### src/rtl/s3_writeback_pkg.sv
// Shared RV32I decode constants and the stage-3 register bundle.
package s3_writeback_pkg;

    localparam logic [6:0] OPC_LOAD   = 7'b0000011;
    localparam logic [6:0] OPC_STORE  = 7'b0100011;
    localparam logic [6:0] OPC_BRANCH = 7'b1100011;
    localparam logic [6:0] OPC_JAL    = 7'b1101111;
    localparam logic [6:0] OPC_JALR   = 7'b1100111;
    localparam logic [6:0] OPC_LUI    = 7'b0110111;
    localparam logic [6:0] OPC_AUIPC  = 7'b0010111;
    localparam logic [6:0] OPC_ARI_I  = 7'b0010011;
    localparam logic [6:0] OPC_ARI_R  = 7'b0110011;
    localparam logic [6:0] OPC_CSR    = 7'b1110011;

    localparam logic [2:0] FNC_LB     = 3'b000;
    localparam logic [2:0] FNC_LH     = 3'b001;
    localparam logic [2:0] FNC_LW     = 3'b010;
    localparam logic [2:0] FNC_LBU    = 3'b100;
    localparam logic [2:0] FNC_LHU    = 3'b101;
    localparam logic [2:0] FNC_CSRRW  = 3'b001;
    localparam logic [2:0] FNC_CSRRWI = 3'b101;

    localparam logic [11:0] CSR_TOHOST  = 12'h51E;
    localparam logic [11:0] CSR_CYCLE   = 12'hC00;
    localparam logic [11:0] CSR_TIME    = 12'hC01;
    localparam logic [11:0] CSR_INSTRET = 12'hC02;

    localparam logic [31:0] NOP_INST = 32'h0000_0013;

    typedef struct packed {
        logic [31:0] inst;
        logic        valid;
        logic [31:0] pc;
        logic [31:0] alu;
        logic [31:0] csr_wdata;
    } s3_regs_t;

endpackage

### src/rtl/s3_writeback_load_extract.sv
// Picks the addressed byte/half/word out of a BRAM read word and extends it.
module s3_load_extract
    import s3_writeback_pkg::*;
(
    input  logic [2:0]  funct3,
    input  logic [1:0]  addr,
    input  logic [31:0] rdata,
    output logic [31:0] result
);
    logic [3:0][7:0] lanes;
    logic [7:0]      byte_sel;
    logic [15:0]     half_sel;

    assign lanes    = rdata;
    assign byte_sel = lanes[addr];
    assign half_sel = addr[1] ? rdata[31:16] : rdata[15:0];

    always_comb begin
        result = 32'h0;
        case (funct3)
            FNC_LB:  result = {{24{byte_sel[7]}}, byte_sel};
            FNC_LBU: result = {24'h0, byte_sel};
            FNC_LH:  result = {{16{half_sel[15]}}, half_sel};
            FNC_LHU: result = {16'h0, half_sel};
            FNC_LW:  result = rdata;
            default: result = 32'h0;
        endcase
    end
endmodule

### src/rtl/s3_writeback.sv
// Pipeline stage 3: stage registers, load extraction, writeback select,
// tohost CSR and cycle/instret counters.
module s3_writeback
    import s3_writeback_pkg::*;
#(
    parameter logic [31:0] RESET_PC = 32'h0000_0000,
    parameter logic [31:0] NOP      = NOP_INST
) (
    input  logic        clk,
    input  logic        rst,
    input  logic        stall,
    input  logic        flush,
    input  logic        valid_s2,
    input  logic [31:0] inst_s2,
    input  logic [31:0] pc_s2,
    input  logic [31:0] alu_s2,
    input  logic [31:0] csr_wdata_s2,
    input  logic [31:0] dmem_rdata,
    output logic [31:0] inst_s3,
    output logic        rf_we,
    output logic [4:0]  rf_wa,
    output logic [31:0] rf_wd,
    output logic [31:0] tohost,
    output logic [31:0] cycle_cnt,
    output logic [31:0] instret_cnt
);
    s3_regs_t    s3;
    logic [6:0]  opc;
    logic [2:0]  f3;
    logic [11:0] csr_addr;
    logic [31:0] load_data;
    logic [31:0] csr_rdata;
    logic        wb_en;
    logic        tohost_wr;
    logic        unused_rs1;

    always_ff @(posedge clk or negedge rst) begin
        if (!rst) begin
            s3.inst      <= NOP;
            s3.valid     <= 1'b0;
            s3.pc        <= RESET_PC;
            s3.alu       <= 32'h0;
            s3.csr_wdata <= 32'h0;
        end else if (!stall) begin
            if (flush) begin
                s3.inst      <= NOP;
                s3.valid     <= 1'b0;
                s3.pc        <= 32'h0;
                s3.alu       <= 32'h0;
                s3.csr_wdata <= 32'h0;
            end else begin
                s3.inst      <= inst_s2;
                s3.valid     <= valid_s2;
                s3.pc        <= pc_s2;
                s3.alu       <= alu_s2;
                s3.csr_wdata <= csr_wdata_s2;
            end
        end
    end

    assign inst_s3    = s3.inst;
    assign opc        = s3.inst[6:0];
    assign f3         = s3.inst[14:12];
    assign csr_addr   = s3.inst[31:20];
    assign rf_wa      = s3.inst[11:7];
    assign unused_rs1 = ^s3.inst[19:15];

    s3_load_extract u_load_extract (
        .funct3 (f3),
        .addr   (s3.alu[1:0]),
        .rdata  (dmem_rdata),
        .result (load_data)
    );

    always_comb begin
        csr_rdata = 32'h0;
        case (csr_addr)
            CSR_TOHOST:          csr_rdata = tohost;
            CSR_CYCLE, CSR_TIME: csr_rdata = cycle_cnt;
            CSR_INSTRET:         csr_rdata = instret_cnt;
            default:             csr_rdata = 32'h0;
        endcase
    end

    always_comb begin
        rf_wd = 32'h0;
        wb_en = 1'b0;
        case (opc)
            OPC_LOAD:            begin rf_wd = load_data;           wb_en = 1'b1; end
            OPC_JAL, OPC_JALR:   begin rf_wd = s3.pc + 32'd4;       wb_en = 1'b1; end
            OPC_CSR:             begin rf_wd = csr_rdata;           wb_en = 1'b1; end
            OPC_LUI, OPC_AUIPC,
            OPC_ARI_R, OPC_ARI_I: begin rf_wd = s3.alu;             wb_en = 1'b1; end
            default:             begin rf_wd = 32'h0;               wb_en = 1'b0; end
        endcase
    end

    assign rf_we = wb_en && s3.valid && (rf_wa != 5'd0);

    // CSR read above sees the pre-write tohost; the write lands on this edge.
    assign tohost_wr = !stall && s3.valid && (opc == OPC_CSR) &&
                       ((f3 == FNC_CSRRW) || (f3 == FNC_CSRRWI)) &&
                       (csr_addr == CSR_TOHOST);

    always_ff @(posedge clk or negedge rst) begin
        if (!rst) begin
            tohost      <= 32'h0;
            cycle_cnt   <= 32'h0;
            instret_cnt <= 32'h0;
        end else begin
            cycle_cnt <= cycle_cnt + 32'd1;
            if (tohost_wr)
                tohost <= s3.csr_wdata;
            if (!stall && s3.valid)
                instret_cnt <= instret_cnt + 32'd1;
        end
    end
endmodule
### config.mk
export PLATFORM = sky130hd
export DESIGN_NAME = s3_writeback
export DESIGN_NICKNAME = d
export VERILOG_FILES = /design/src/rtl/s3_writeback_pkg.sv /design/src/rtl/s3_writeback_load_extract.sv /design/src/rtl/s3_writeback.sv
export SDC_FILE = /design/constraint.sdc
export NUM_CORES = 1
export LEC_CHECK = 0
export ABC_AREA = 1
export BUFFER_PORTS_ARGS = -buffer_cell sky130_fd_sc_hd__buf_4
export CORE_UTILIZATION = 24
export CTS_BUF_LIST = sky130_fd_sc_hd__clkbuf_8 sky130_fd_sc_hd__clkbuf_16
export DETAILED_ROUTE_END_ITERATION = 10
export PLACE_DENSITY = 0.42
export RECOVER_POWER = 50
export SYNTH_ARGS = -nofsm -noshare
export SYNTH_HDL_FRONTEND = slang
export SYNTH_HIERARCHICAL = 1
export SYNTH_SLANG_ARGS = --single-unit
### constraint.sdc
create_clock -name clk -period 2.95 [get_ports clk]
set_input_delay 0.59 -clock clk [delete_from_list [all_inputs] [get_ports clk]]
set_output_delay 0.59 -clock clk [all_outputs]
set_load 0.005 [all_outputs]
==> impl_metrics.json <==
{
  "status": "finished with violations",
  "violations": "capacitance limit, slew limit",
  "antenna_found_initial": 1,
  "grt_usage_pct": 21.6,
  "layout_setup_ws_ps": 39.2,
  "mostFrequentLayoutCells": "nand2_1, buf_4, dfrtp_1",
  "syn-num-nets": 2066,
  "grt_pass1_vias": 13562,
  "synthCells": 1898,
  "cts.clk_slew.worst_paths_ps": 60,
  "yosys.area.top_type": "dfrtp_1",
  "cts_sinks": 225,
  "synth_cell_types": 40,
  "cellLeakagePower_nw": 9.01,
  "place_congestion": 0.907,
  "final_max_slew_viol_count": 149,
  "wl_um": 63400,
  "max_cap_violations": 2,
  "post-route-util_pct": 33.9,
  "period_share_pct": 98.7,
  "fin_total_pwr_mw": 9.06,
  "ctsHtreeMaxLevel": 1,
  "std_cell_rows": 86,
  "syn_area_per_cell_um2": 7.06,
  "syn_area_mm2": 0.0134,
  "grt_pass1_wl_um": 90700,
  "rsz0062_at_grt": "true",
  "dp_hpwl_um": 48500,
  "ys.warnings.count": 6,
  "fin_crit_ps": 2910,
  "clock_path_buffers": 3,
  "area_delta_synth_final_pct": 39.5,
  "clk_latency_ps": 580,
  "post_dp_cell_area_mm2": 0.0165,
  "ys_seq_area_share_pct": 42.0,
  "yosys_register_bits": 225,
  "wl_per_cell_um": 21.0,
  "hold_viol": 0,
  "max_freq_mhz": 344,
  "dpl_worst_slack_ps": 197,
  "fp.dieArea_mm2": 0.0568,
  "grt_start_max_net_pins": 83,
  "via_per_inst": 4.60,
  "dp.cells": 2904,
  "worst_pin_slew_ps": 1990,
  "synth_top_cells_by_area": "dfrtp_1, nand2_1, nand3_1, inv_1, o21ai_0",
  "power_density_mw_per_mm2": 485,
  "fp.dieW_um": 238,
  "start_kind": "register",
  "endpoint_kind": "primary output",
  "final_nets": 2414,
  "final_area_mm2": 0.0187,
  "final_common_cell": "nand2_1",
  "max-vdd-ir-drop_mv": 0.371,
  "start_util_pct": 24.3,
  "portBuffers": 330,
  "crit_fanout": 10,
  "drt_first_pass_iters": 6,
  "antenna_cells": 0,
  "ys.flop_type": "dfrtp_1",
  "clock-root-buffer": "clkbuf_16",
  "drc": 0,
  "synth-edff-count": 0,
  "synthArstFlopShare_pct": 100,
  "worstPathRequired_ps": 2360,
  "synth_top_area_share_pct": 41.4,
  "cts_tree": "done",
  "stdcell_count": 3018,
  "worst-setup-path-type": "register to primary output",
  "ant_nets": 0,
  "slew-limit-headroom_pct": -32.4,
  "coreArea_mm2": 0.0551,
  "vias": 13882,
  "setup_viol": 0,
  "layout-drive-gt1-share_pct": 28.3,
  "boundaryPins": 331,
  "min_path_type": "input port to register",
  "dieHeight_um": 238,
  "skew_ps": 17.8,
  "cp_data_arrival_time_ps": 2320,
  "grt_overflow": 0,
  "cts_buffers": 30,
  "drt_iter0_drc": 852
}
critical path, cell delays in order (launching register included):
cell,delay [ps]
dfrtp_1,400
inv_1,90
nand3_1,140
nor2_4,200
buf_4,230
nand3_1,200
nand3_1,140
nand2_1,100
nand3_1,120
buf_4,120
state kept, by name, indices dropped and copies added (netlist names):
name	cells
s3	97
inst_s3	32
cycle_cnt	32
instret_cnt	32
tohost	32
worst paths after layout:
check	start	cells after the start	to	slack [ps]
worst min-delay path	inst_s2[25]	3	inst_s3[25]$_DFFE_PN0N_	210
worst min register to register	s3[14]$_DFFE_PN0N_	2	tohost[14]$_DFFE_PN0P_	500
worst max-delay path	inst_s3[31]$_DFFE_PN0N_	9	rf_wd[21]	40
max in group asynchronous	rst	2	s3[14]$_DFFE_PN0N_	500
worst max register to register	inst_s3[13]$_DFFE_PN0N_	8	tohost[29]$_DFFE_PN0P_	840
min in group asynchronous	rst	1	instret_cnt[12]$_DFFE_PN0P_	570
where the power goes:
part / internal, mW / leakage [nW] / switching [mW] / total (mW)
combinational: 0.655 / 5.49 / 0.860 / 1.52
clock: 2.50 / 0.551 / 1.53 / 4.03
sequential: 3.27 / 2.96 / 0.245 / 3.52
total: 6.43 / 9.01 / 2.64 / 9.06
metal layers:
metal | part of all wire (%) | GRT usage [%] | vias up
met5 | 0.014 | 0 | -
met4 | 2.7 | 6.00 | 2
met3 | 6.9 | 5.04 | 76
met2 | 46 | 34.4 | 417
met1 | 44 | 29.2 | 6710
li1 | - | - | 6677
cell type report:
| type | count | area (um^2) |
|---|---|---|
| Tap cell | 748 | 936 |
| Sequential cell | 225 | 5650 |
| Timing Repair Buffer | 419 | 3400 |
| Clock buffer | 35 | 820 |
| Clock inverter | 21 | 269 |
| Fill cell | 6066 | 36400 |
| Multi-Input combinational cell | 1353 | 6780 |
| Inverter | 213 | 821 |
| Timing Repair inverter | 4 | 27.5 |
metrics by stage:
step,hold WS [ps],TNS [ps]
6_report,210,0
5_1_grt,198,-1340
4_1_cts,5.01,-32.7
3_5_place_dp,499,0
3_3_place_gp,494,0
2_1_floorplan,294,0
cell usage after synthesis, types with 4 or more instances:
cell and instances:
a21oi_1 12, a22o_1 22, buf_2 21, buf_4 41, buf_6 11, clkbuf_1 32, dfrtp_1 222, inv_1 206
nand2_1 637, nand2_2 5, nand3_1 190, nand3_2 4, nand3b_1 20, nand4_1 8, nor2_1 175, nor2_2 8
nor2_4 7, nor3_1 20, o21ai_0 152, o21ai_1 10, o21ai_2 23, xnor2_1 13, xor2_1 28
repair_timing:
item,in CTS,in global routing
hold buffers,0,0
cloned,5,5
resized for setup,95,99
setup buffers,32,16
hold endpoints to repair,0,0
endpoints found under the setup margin,33,32
pin swaps,17,22
kinds of logic after synthesis:
| family | share of synthesized area (%) |
|---|---|
| AOI/OAI and AO/OA | 9.72 |
| xor gates and xnor gates | 2.68 |
| adders and majority gates | 0.280 |
| and+or+nand+nor | 34.3 |
| buffers and inverters | 11.0 |
| DFF | 42.0 |
(Power assumes the default switching activity.)
